--- src/rtl/vga_face_pkg.sv ---
// Shared types for the face scheduler and its benches.
package vga_face_pkg;

  typedef enum logic [1:0] {
    FaceWolf  = 2'd0,
    FaceP2    = 2'd1,
    FaceTroll = 2'd2
  } face_t;

  typedef enum logic [1:0] {
    StIdle,
    StArmed,
    StShow,
    StShowArmed
  } sched_state_e;

  localparam int unsigned NumPixels = 640 * 480;

endpackage

--- src/rtl/vga_face_scheduler_if.sv ---
// Requester bus plus the snooped streamer handshake seen by the face scheduler.
interface vga_face_scheduler_if #(
  parameter int unsigned NUM_REQ = 3,
  parameter int unsigned HOLD_W  = 8
);
  logic [NUM_REQ-1:0]        req;
  logic [2*NUM_REQ-1:0]      req_face;
  logic [HOLD_W*NUM_REQ-1:0] req_frames;
  logic [NUM_REQ-1:0]        grant;
  logic                      st_valid;
  logic                      st_ready;
  logic                      st_endofpacket;

  modport master (
    output req, req_face, req_frames, st_valid, st_ready, st_endofpacket,
    input  grant
  );

  modport slave (
    input  req, req_face, req_frames, st_valid, st_ready, st_endofpacket,
    output grant
  );
endinterface

--- src/rtl/rr_arbiter.sv ---
// Combinational round-robin arbiter: first requester at or after ptr wins.
module rr_arbiter #(
  parameter int unsigned NUM_REQ = 3
) (
  input  logic [NUM_REQ-1:0]         req,
  input  logic [$clog2(NUM_REQ)-1:0] ptr,
  input  logic                       en,
  output logic [NUM_REQ-1:0]         grant,
  output logic [$clog2(NUM_REQ)-1:0] idx
);
  localparam int unsigned IdxW = $clog2(NUM_REQ);

  logic        found;
  int unsigned cand;

  // Scan NUM_REQ positions starting at ptr, wrapping past the top index.
  always_comb begin
    grant = '0;
    idx   = '0;
    found = 1'b0;
    cand  = 0;
    for (int unsigned k = 0; k < NUM_REQ; k++) begin
      cand = 32'(ptr) + k;
      if (cand >= NUM_REQ) cand = cand - NUM_REQ;
      if (en && !found && req[cand]) begin
        found       = 1'b1;
        grant[cand] = 1'b1;
        idx         = IdxW'(cand);
      end
    end
  end

endmodule

--- src/rtl/vga_face_scheduler.sv ---
// Frame-synchronous face scheduler: grants requesters round-robin and swaps
// face_select only on the streamer's end-of-frame handshake.
module vga_face_scheduler
  import vga_face_pkg::*;
#(
  parameter int unsigned NUM_REQ      = 3,
  parameter int unsigned HOLD_W       = 8,
  parameter face_t       DEFAULT_FACE = FaceWolf
) (
  input  logic                       clk,
  input  logic                       reset,
  vga_face_scheduler_if.slave        bus,
  output logic [1:0]                 face_select,
  output logic [$clog2(NUM_REQ)-1:0] owner,
  output logic                       busy,
  output logic                       frame_tick
);
  localparam int unsigned IdxW = $clog2(NUM_REQ);

  sched_state_e      state_q, state_d;
  logic [1:0]        face_q, face_d, pend_face_q, pend_face_d;
  logic [HOLD_W-1:0] rem_q, rem_d, pend_frames_q, pend_frames_d;
  logic [IdxW-1:0]   owner_q, owner_d, pend_idx_q, pend_idx_d, ptr_q, ptr_d;
  logic              tick_q;

  logic              fb, rem_one, arb_en, granted;
  logic [NUM_REQ-1:0] arb_grant;
  logic [IdxW-1:0]   arb_idx;
  int unsigned       sel;

  assign fb      = bus.st_valid & bus.st_ready & bus.st_endofpacket;
  assign rem_one = (rem_q == HOLD_W'(1));
  // Only one grant may be pending; SHOW accepts the next one in its last frame.
  assign arb_en  = (state_q == StIdle) || ((state_q == StShow) && rem_one);

  rr_arbiter #(
    .NUM_REQ (NUM_REQ)
  ) u_rr_arbiter (
    .req   (bus.req),
    .ptr   (ptr_q),
    .en    (arb_en),
    .grant (arb_grant),
    .idx   (arb_idx)
  );

  assign bus.grant   = arb_grant;
  assign granted     = |arb_grant;
  assign sel         = 32'(arb_idx);
  assign face_select = face_q;
  assign owner       = owner_q;
  assign busy        = (state_q == StShow) || (state_q == StShowArmed);
  assign frame_tick  = tick_q;

  // Next-state: latch grants into the pending slot, move faces on frame boundaries.
  always_comb begin
    state_d       = state_q;
    face_d        = face_q;
    rem_d         = rem_q;
    owner_d       = owner_q;
    pend_face_d   = pend_face_q;
    pend_frames_d = pend_frames_q;
    pend_idx_d    = pend_idx_q;
    ptr_d         = ptr_q;

    if (granted) begin
      pend_face_d   = bus.req_face[2*sel +: 2];
      pend_frames_d = bus.req_frames[HOLD_W*sel +: HOLD_W];
      pend_idx_d    = arb_idx;
      ptr_d         = (arb_idx == IdxW'(NUM_REQ - 1)) ? '0 : arb_idx + 1'b1;
    end

    unique case (state_q)
      StIdle: begin
        // A grant coinciding with fb still waits a full frame.
        if (granted) state_d = StArmed;
      end
      StArmed, StShowArmed: begin
        if (fb) begin
          face_d        = pend_face_q;
          rem_d         = (pend_frames_q == '0) ? HOLD_W'(1) : pend_frames_q;
          owner_d       = pend_idx_q;
          pend_face_d   = '0;
          pend_frames_d = '0;
          pend_idx_d    = '0;
          state_d       = StShow;
        end
      end
      StShow: begin
        if (fb && rem_one) begin
          face_d  = DEFAULT_FACE;
          rem_d   = '0;
          state_d = granted ? StArmed : StIdle;
        end else begin
          if (fb) rem_d = rem_q - 1'b1;
          if (granted) state_d = StShowArmed;
        end
      end
      default: state_d = StIdle;
    endcase
  end

  // State and output registers.
  always_ff @(posedge clk or negedge reset) begin
    if (!reset) begin
      state_q       <= StIdle;
      face_q        <= DEFAULT_FACE;
      rem_q         <= '0;
      owner_q       <= '0;
      pend_face_q   <= '0;
      pend_frames_q <= '0;
      pend_idx_q    <= '0;
      ptr_q         <= '0;
      tick_q        <= 1'b0;
    end else begin
      state_q       <= state_d;
      face_q        <= face_d;
      rem_q         <= rem_d;
      owner_q       <= owner_d;
      pend_face_q   <= pend_face_d;
      pend_frames_q <= pend_frames_d;
      pend_idx_q    <= pend_idx_d;
      ptr_q         <= ptr_d;
      tick_q        <= fb;
    end
  end

endmodule

--- src/flat_wrapper.sv ---
// flat-port wrapper written by rule: the top's interface ports become plain ports
module vga_face_scheduler_flat import vga_face_pkg::*;
#(
  parameter int unsigned NUM_REQ      = 3,
  parameter int unsigned HOLD_W       = 8,
  parameter face_t       DEFAULT_FACE = FaceWolf
)
  (clk, reset, face_select, owner, busy, frame_tick, bus_req, bus_req_face, bus_req_frames, bus_st_valid, bus_st_ready, bus_st_endofpacket, bus_grant);
  vga_face_scheduler_if #(.NUM_REQ(NUM_REQ), .HOLD_W(HOLD_W)) bus_i ();
  input  logic clk;
  input  logic reset;
  output logic [1:0] face_select;
  output logic [$clog2(NUM_REQ)-1:0] owner;
  output logic busy;
  output logic frame_tick;
  input wire logic [$bits(bus_i.req)-1:0] bus_req;
  input wire logic [$bits(bus_i.req_face)-1:0] bus_req_face;
  input wire logic [$bits(bus_i.req_frames)-1:0] bus_req_frames;
  input wire logic [$bits(bus_i.st_valid)-1:0] bus_st_valid;
  input wire logic [$bits(bus_i.st_ready)-1:0] bus_st_ready;
  input wire logic [$bits(bus_i.st_endofpacket)-1:0] bus_st_endofpacket;
  output wire logic [$bits(bus_i.grant)-1:0] bus_grant;
  assign bus_i.req = bus_req;
  assign bus_i.req_face = bus_req_face;
  assign bus_i.req_frames = bus_req_frames;
  assign bus_i.st_valid = bus_st_valid;
  assign bus_i.st_ready = bus_st_ready;
  assign bus_i.st_endofpacket = bus_st_endofpacket;
  assign bus_grant = bus_i.grant;
  vga_face_scheduler #(.NUM_REQ(NUM_REQ), .HOLD_W(HOLD_W), .DEFAULT_FACE(DEFAULT_FACE)) u_core (.clk(clk), .reset(reset), .bus(bus_i), .face_select(face_select), .owner(owner), .busy(busy), .frame_tick(frame_tick));
endmodule
--- config.mk ---
export PLATFORM = sky130hd
export DESIGN_NAME = vga_face_scheduler_flat
export DESIGN_NICKNAME = d
export VERILOG_FILES = /design/src/rtl/vga_face_pkg.sv /design/src/rtl/vga_face_scheduler_if.sv /design/src/rtl/rr_arbiter.sv /design/src/rtl/vga_face_scheduler.sv /design/src/flat_wrapper.sv
export SDC_FILE = /design/constraint.sdc
export NUM_CORES = 1
export LEC_CHECK = 0
export CAP_MARGIN = 20
export CORE_UTILIZATION = 50
export DETAILED_ROUTE_END_ITERATION = 16
export GPL_TIMING_DRIVEN = 0
export PLACE_DENSITY = 0.8
export SLEW_MARGIN = 25
export SYNTH_ARGS = -nofsm -noshare
export SYNTH_HDL_FRONTEND = slang
export SYNTH_SLANG_ARGS = --single-unit
--- constraint.sdc ---
create_clock -name clk -period 2.6 [get_ports clk]
set_input_delay 0.52 -clock clk [delete_from_list [all_inputs] [get_ports clk]]
set_output_delay 0.52 -clock clk [all_outputs]
set_load 0.01 [all_outputs]
Word-level counts from Yosys, hierarchy flattened
Index checks and enable logic that the tools add are counted.

Flip-flop bits (word level): 29. Logic and storage cells: 111. Input bits: 38.

$add $sub $neg: 7. Equal/unequal tests: 10. Bitwise operators: 4. Order comparisons: 9. Shifts and indexed selects: 2. Reduce and logical (&&, ||, !) cells: 23. Multiplexer cells: 47.

Operators by type and width (count): $ge 32x1->1 const B (3); $lt 32x3->1 const B (3); $mux 32 (3); $mux 8 (7); $mux 2 (16); $shiftx 24x6->8 (1); $pmux 8 s2 (1); $logic_and 1x1->1 (10); $mux 1 (9); $mux 3 (3); $reduce_and 3->1 (3); $eq 8x1->1 const B (1); $logic_not 8->1 (1); $sub 3x2->4 const B (2); $sub 8x1->8 const B (1); $bmux 1 s2 (3); $demux 1 s2 (3); $eq 2x2->1 const B (3); $ge 3x2->1 const B (2); $ne 3x2->1 const B (2); $or 3x3->3 (2); $pmux 2 s3 (1); $shiftx 6x4->2 (1); $ne 2x1->1 const B (2); other kinds (16) (19).

Longest topological paths before layout
Gate-level depths: netlist of the first run.

Depth after elaboration: 18. Gate-level depth with buffers: 10. Gate-level depth less buffers: 8.

Modules after synthesis
Synthesis of the first run repeated with hierarchy kept, for this count alone.

Cells, all modules: 214. Area, all modules: 1948.1 µm².

By module, submodules not included: vga_face_scheduler (area each 1631.6 µm², seq. area each 725.7 µm², times used 1, cells an instance 176); rr_arbiter (area each 316.6 µm², seq. area each 0.0 µm², times used 1, cells an instance 38).

Worst setup path after synthesis of the first run
Ideal clock, no wire load.

Path kind: register to register. Start: reg u_core.ptr_q[0]. End: reg u_core.pend_idx_q[0]. Data arrival time: 2.146 ns. Cell stages (with the launch flop): 11. Required time: 2.474 ns. Path slack: 0.328 ns. Clock period less this slack: 2.272 ns. Path through: dfrtp_1 inv_1 ha_1 buf_2 nor2b_1 nor4_1 o21ai_0 a21oi_1 nor3_4 buf_8 mux2i_1.

Longest elaborated chain between the ends: 18. Elaborated cells on any way between the ends: 53. Classes of those cells: add/sub (5); order compare (9); mux (26); bitwise (2); reduce/logical (11).

Ends and longest elaborated chain: from (decl) (line vga_face_scheduler.sv:23) `logic [IdxW-1:0] owner_q, owner_d, pend_idx_q, pend_idx_d, ptr_q, ptr_d;`; from (signal assigned) (line vga_face_scheduler.sv:122) `ptr_q <= ptr_d;`; branches (longest 13 deep; another with $ge 32x1->1); $mux 3 * (line rr_arbiter.sv:25) `if (en && !found && req[cand]) begin`; via bus_grant[2] (line flat_wrapper.sv:22) `output wire logic [$bits(bus_i.grant)-1:0] bus_grant;`; $reduce_or 3->1 * (line vga_face_scheduler.sv:47) `assign granted = |arb_grant;`; $mux 2 * (line vga_face_scheduler.sv:65) `if (granted) begin`; $mux 2 (line vga_face_scheduler.sv:78) `if (fb) begin`; $mux 2 * (line vga_face_scheduler.sv:72) `unique case (state_q)`; via u_core.pend_idx_d[0] (line vga_face_scheduler.sv:23); to (signal assigned) (line vga_face_scheduler.sv:121) `pend_idx_q <= pend_idx_d;`; to (decl) (line vga_face_scheduler.sv:23).

Mark *: on every way through the listed nets, which the timed path passes. The select of a mux whose other input is x is not followed. A chain may end at the register's enable or synchronous reset.

Final worst setup path of the first run
Start: reg u_core.ptr_q[0]. End: out bus_grant[0].

Longest elaborated chain between the ends: 14. Elaborated cells on any way between the ends: 46. Classes of those cells: add/sub (5); order compare (9); mux (20); bitwise (2); reduce/logical (10).

Ends and longest elaborated chain (line): branches (longest 13 deep; another with $ge 32x1->1); $mux 3 * (rr_arbiter.sv:25); to (decl) (flat_wrapper.sv:22).

Mark *: on every way between the ends. The select of a mux whose other input is x is not followed.

==> results of run 1 <==
==> per-stage QoR <==
| step | instances | utilization, % | TNS, ps |
|---|---|---|---|
| floorplan | 215 | - | 0 |
| global placement | 308 | 67.5 | -3680 |
| detailed placement | 308 | 67.4 | -3820 |
| CTS | 317 | 70.5 | 0 |
| global route | 327 | 73.8 | -52.0 |
| finish | 327 | 73.8 | 0 |
==> metal layers <==
metal  global-route usage (%)  up-vias
met5                        0        -
met4                     6.52        0
met3                     6.55        8
met2                     39.0       59
met1                     33.2      886
li1                         -      895
==> cell families (layout without fill, tap and decap cells) <==
logic type | Yosys count | in the layout | share of synthesized area, %
AO/OA/AOI/OAI | 51 | 51 | 17.8
adder cells (fa/ha/maj) | 6 | 6 | 3.69
buffers and inverters | 24 | 88 | 6.15
flip-flops | 29 | 29 | 35.6
multiplexers | 37 | 37 | 19.0
AND/OR/NAND/NOR | 68 | 68 | 17.7
==> cell usage after synthesis (2+ instances only) <==
master / count / area, um2
and2_1: 4 / 25.0
nand2_1: 30 / 113
o21ai_1: 2 / 10.0
clkbuf_1: 5 / 18.8
mux2i_1: 26 / 260
nor2_1: 11 / 41.3
o21ai_0: 16 / 80.1
inv_1: 11 / 41.3
ha_1: 6 / 75.1
nor4_1: 2 / 12.5
nand3_1: 2 / 10.0
buf_4: 4 / 30.0
o22ai_1: 2 / 12.5
nand2b_1: 2 / 12.5
nor3_1: 2 / 10.0
a32oi_1: 6 / 52.6
and3_1: 2 / 12.5
mux2_2: 9 / 101
a21oi_1: 14 / 70.1
nor2b_1: 4 / 25.0
dfrtp_1: 29 / 726
==> registers in the layout, summed over array words and instances (netlist names) <==
name / count
u_core.rem_q: 8
u_core.state_q: 2
u_core.frame_tick: 1
u_core.ptr_q: 2
u_core.owner: 2
u_core.pend_idx_q: 2
u_core.face_select: 2
u_core.pend_face_q: 2
u_core.pend_frames_q: 8
==> worst register-to-register path: cells and delay by family (launching register included) <==
kind                       cells  cell delay (ps)
AOI/OAI and AO/OA              1               80
buffers and inverters          5              790
and+or+nand+nor                2              260
DFF                            1              410
muxes                          3              680
adders and majority gates      1              180
==> report_power, final <==
part | internal (mW) | switching, mW | total (mW) | leakage, nW
clock | 0.209 | 0.169 | 0.379 | 0.0443
combinational | 0.726 | 0.756 | 1.48 | 0.914
sequential | 0.630 | 0.160 | 0.790 | 0.368
==> layout make-up <==
cell class | count | area (um2) | area share (%)
multi-input combinational | 162 | 1230 | 44.4
sequential | 29 | 726 | 26.1
timing repair buffer | 58 | 539 | 19.4
buffer | 11 | 90.1 | 3.24
clock buffer | 7 | 86.3 | 3.10
tap | 48 | 60.1 | 2.16
inverter | 12 | 45.0 | 1.62
==> what timing repair did <==
action / 4_1_cts / 5_1_grt
hold endpoints to repair: 0 / 0
setup buffers: 3 / 10
resized for setup: 15 / 17
hold buffers: 0 / 0
cloned: 0 / 0
pin swaps: 5 / 9
endpoints found under the setup margin: 3 / 10
==> final timing paths <==
check | cells past startpoint | endpoint | startpoint
worst max register to register | 12 | u_core.pend_frames_q[6] | u_core.ptr_q[1]
worst min register to register | 2 | u_core.face_select[1] | u_core.pend_face_q[1]
max in group asynchronous | 1 | u_core.ptr_q[0] | reset
min in group clk | 2 | u_core.face_select[1] | u_core.pend_face_q[1]
worst min-delay path | 1 | u_core.rem_q[5] | reset
worst max-delay path | 7 | bus_grant[0] | u_core.ptr_q[0]
==> flow_summary_export.csv, run 1 <==
group,metric,value,unit
worst_setup_path,max_stage_delay,420,ps
worst_setup_path,path_buf_inv,2,
clock_network,cts-htree-levels,2,
routing,wl_met2,2.64,mm
routing,via_per_inst,5.65,
pwr,power_density,953,nW/um2
routing,first_pass_iters,4,
timing,period_needed,2560,ps
yosys,ys_types,47,
yosys,synthFlopType,"dfrtp_1",
place,dp_hpwl,3.54,mm
cells_and_area,num-fill-cells,283,
timing,finClkSkew,4.59,ps
routing,routed_wl,5.16,mm
place,post-place-ws,-612,ps
floorplan,die_height,65.8,um
timing,worst_slack,43.7,ps
clock_network,clock_sinks,29,
clock_network,cts_tree,"done",
pwr,power_leakage,1.33,nW
clock_network,clkLatencyLatePin,290,ps
floorplan,fp.dieArea,4330,um2
timing,fin_crit_sh,98.3,%
yosys,async_flop_share,100,%
grt,grt_max_degree,30,
yosys,syn_nets,259,
timing,slew_violations,0,
worst_setup_path,critPathRequiredTime,2080,ps
worst_setup_path,crit_fanout,3,
cells_and_area,antenna_cells,0,
yosys,synth_edf_count,0,
cells_and_area,nets,323,
outcome,status,"finished clean",
yosys,yosys_warnings,0,
routing,avgRoutedWirePerCell,15.8,um
worst_setup_path,cpMaxStageDelayCell,"dfrtp_1",
timing,hold_slack,255,ps
routing,drt_iter0_drc,244,
clock_network,cts_made_buffers,5,
routing,wl_met1,2.21,mm
cells_and_area,fin_area,2780,um2
pwr,fin_total_pwr,2.65,mW
place,io_buffers,45,
yosys,yosysSeqAreaShare,35.6,%
pwr,ir_worst_vdd,548,uV
grt,grtUsageTotal,24.7,%
clock_network,clkTransAtPathRegs,60,ps
yosys,synth_seq_cells,29,
worst_setup_path,worstPathArrival,2040,ps
timing,max_slew_margin,56.7,%
routing,topRoutingLayerUsed,"met4",
place,place_area,2540,um2
floorplan,rows,22,
timing,rsz0062_at_grt,"yes",
floorplan,die_w,65.8,um
routing,wl_met3,241,um
worst_setup_path,startpoint_type,"register",
routing,drc_errors,0,
timing,worst_pin_slew,649,ps
grt,grt_pass1_vias,1722,
worst_setup_path,crit_family,"compound AO/OA/AOI/OAI gates",
yosys,syn_area_per_cell,9.47,um2
floorplan,start_util,54.0,%
cells_and_area,layout_commonest_cell,"clkdlybuf4s50_1",
worst_setup_path,path_class,"register to output pin",
clock_network,cts_buffer_depth,2,
worst_setup_path,cp_cell_sequence,"buf_6 -> ha_4 -> and2_4 -> a2111oi_4 -> o211ai_2 -> a31oi_4 -> buf_6",
timing,clock.fmax,391,MHz
floorplan,top_level_ports,47,
job,drv_cap,0,
grt,grt_pass1_wl,8.08,mm
timing,setup_viol,0,
routing,ant_nets,0,
routing,vias,1848,
cells_and_area,layout-drive-gt1-share,21.1,%
timing,hold_viol_final,0,
clock_network,root_buffer,"clkbuf_8",
worst_setup_path,crit_top_cell,"buf_6",
hold_path,hp-class,"input port to async pin",
yosys,syn_inst,215,
worst_setup_path,endpoint_kind,"output pin",
worst_setup_path,reg2reg_slack,80,ps
yosys,synth_area,2040,um2
grt,antenna_found_initial,0,
place,gp_congestion,0.872,
cells_and_area,area_growth_syn_to_layout,36.6,%
grt,overflow,0,
cells_and_area,final_cell_mix,"clkdlybuf4s50_1, nand2_1, dfrtp_1",
floorplan,coreArea,3770,um2
Note: power is estimated with default switching activity, not from simulation.
==> run 2, diff against run 1 <==
==> constraint.sdc (replaced) <==
create_clock -name clk -period 2.8 [get_ports clk]
set_input_delay 0.56 -clock clk [delete_from_list [all_inputs] [get_ports clk]]
set_output_delay 0.56 -clock clk [all_outputs]
set_load 0.01 [all_outputs]
==> run 2 against run 1 <==
Compared with the run above:
- power fell by 11%
- utilization fell by 2.4 points
- non-clock buffer count fell by 10
- highest routed layer unchanged
==> flow_summary_export.csv, run 2 (same netlist as run 1, synthesis figures left out) <==
group,metric,value,unit
outcome,status,"finished clean",
routing,routed_wl,4.84,mm
cells_and_area,final_cell_mix,"clkdlybuf4s50_1, nand2_1, dfrtp_1",
worst_setup_path,path_class,"register to output pin",
grt,grtUsageTotal,24.7,%
pwr,fin_total_pwr,2.35,mW
routing,drc_errors,0,
floorplan,fp.dieArea,4330,um2
cells_and_area,fin_area,2690,um2
grt,overflow,0,
grt,grt_pass1_wl,8.06,mm
worst_setup_path,crit_fanout,10,
place,place_area,2540,um2
clock_network,cts_tree,"done",
job,drv_cap,0,
floorplan,die_w,65.8,um
routing,ant_nets,0,
cells_and_area,area_growth_syn_to_layout,32.2,%
cells_and_area,layout_commonest_cell,"clkdlybuf4s50_1",
routing,first_pass_iters,4,
timing,max_slew_margin,57.0,%
clock_network,clkTransAtPathRegs,60,ps
worst_setup_path,endpoint_kind,"output pin",
grt,grt_max_degree,30,
cells_and_area,nets,313,
grt,grtUsageMet1,33.1,%
floorplan,die_height,65.8,um
place,dp_hpwl,3.54,mm
timing,tns,0,ps
timing,hold_viol_final,0,
routing,vias,1792,
routing,drt_iter0_drc,221,
clock_network,clkLatencyLatePin,280,ps
cells_and_area,antenna_cells,0,
timing,finClkSkew,5.41,ps
routing,avgRoutedWirePerCell,15.3,um
place,dpl.cell_count,308,
timing,fin_crit_sh,95.9,%
pwr,ir_worst_vdd,536,uV
worst_setup_path,startpoint_type,"register",
clock_network,cts-htree-levels,2,
floorplan,start_util,54.0,%
cells_and_area,final_cells,317,
grt,grt_pass1_vias,1711,
clock_network,cts_buffer_depth,2,
floorplan,rows,22,
cells_and_area,layout-drive-gt1-share,17.1,%
cells_and_area,reg_top3,"u_core.pend_frames_q: 8 flops, u_core.rem_q: 8 flops",
timing,clock.fmax,372,MHz
clock_network,root_buffer,"clkbuf_8",
timing,worst_slack,115,ps
routing,via_per_inst,5.65,
pwr,power_leakage,1.27,nW
timing,rsz0062_at_grt,"yes",
timing,period_needed,2680,ps
grt,use_met3,6.55,%
worst_setup_path,critPathRequiredTime,2240,ps
grt,antenna_found_initial,0,
floorplan,top_level_ports,47,
cells_and_area,fin_util,71.4,%
place,post-place-ws,-492,ps
timing,hold_slack,297,ps
clock_network,cts_made_buffers,5,
worst_setup_path,worstPathArrival,2120,ps
clock_network,clock_sinks,29,
floorplan,coreArea,3770,um2
grt,met2_usage,38.9,%
place,gp_congestion,0.872,
place,io_buffers,45,
pwr,power_density,873,nW/um2
hold_path,hp-class,"input port to async pin",
timing,setup_viol,0,
timing,worst_pin_slew,645,ps
grt,top_usage_layer,"met2",
timing,slew_violations,0,
[run 2: critical path: stages, from the launching register on]
cell and delay, ps:
dfrtp_1 430, inv_2 120, ha_4 170, buf_4 180, mux2i_1 100, nor4_2 260, o21ai_0 140, a21oi_2 160
dlygate4sd2_1 280
[run 2: path summary, 6_finish.rpt]
check / start / to / slack, ps / cells past startpoint
worst max-delay path: u_core.ptr_q[0] / bus_grant[2] / 120 / 8
worst min-delay path: reset / u_core.rem_q[5] / 300 / 1
worst max register to register: u_core.ptr_q[0] / u_core.pend_frames_q[3] / 200 / 11
worst min register to register: u_core.pend_face_q[1] / u_core.face_select[1] / 480 / 2
max in group asynchronous: reset / u_core.ptr_q[1] / 2040 / 1
min in group clk: u_core.pend_face_q[1] / u_core.face_select[1] / 480 / 2
[run 2: final cells by class]
class | instances | area, um2
Buffer | 11 | 78.8
Clock buffer | 7 | 86.3
Fill cell | 307 | 1080
Inverter | 12 | 45.0
Multi-Input combinational cell | 162 | 1230
Sequential cell | 29 | 727
Tap cell | 48 | 60.1
Timing Repair Buffer | 48 | 465
[run 2: what timing repair did]
action	4_1_cts	5_1_grt
setup buffers	1	2
resized for setup	13	7
hold buffers	0	0
pin swaps	5	5
endpoints found under the setup margin	3	3
[run 2: routing by layer]
metal / part of all wire (%) / wire length [um] / vias to the layer above
li1: - / - / 871
met1: 45 / 2190 / 859
met2: 49 / 2390 / 57
met3: 4.6 / 223 / 5
met4: 0.81 / 39 / 0
met5: 0 / 0 / -
[run 2: power breakdown]
group / leakage (nW) / internal, mW / switching (mW) / total [mW]
logic: 0.861 / 0.592 / 0.666 / 1.26
clock network: 0.0443 / 0.195 / 0.154 / 0.349
registers: 0.366 / 0.586 / 0.156 / 0.742
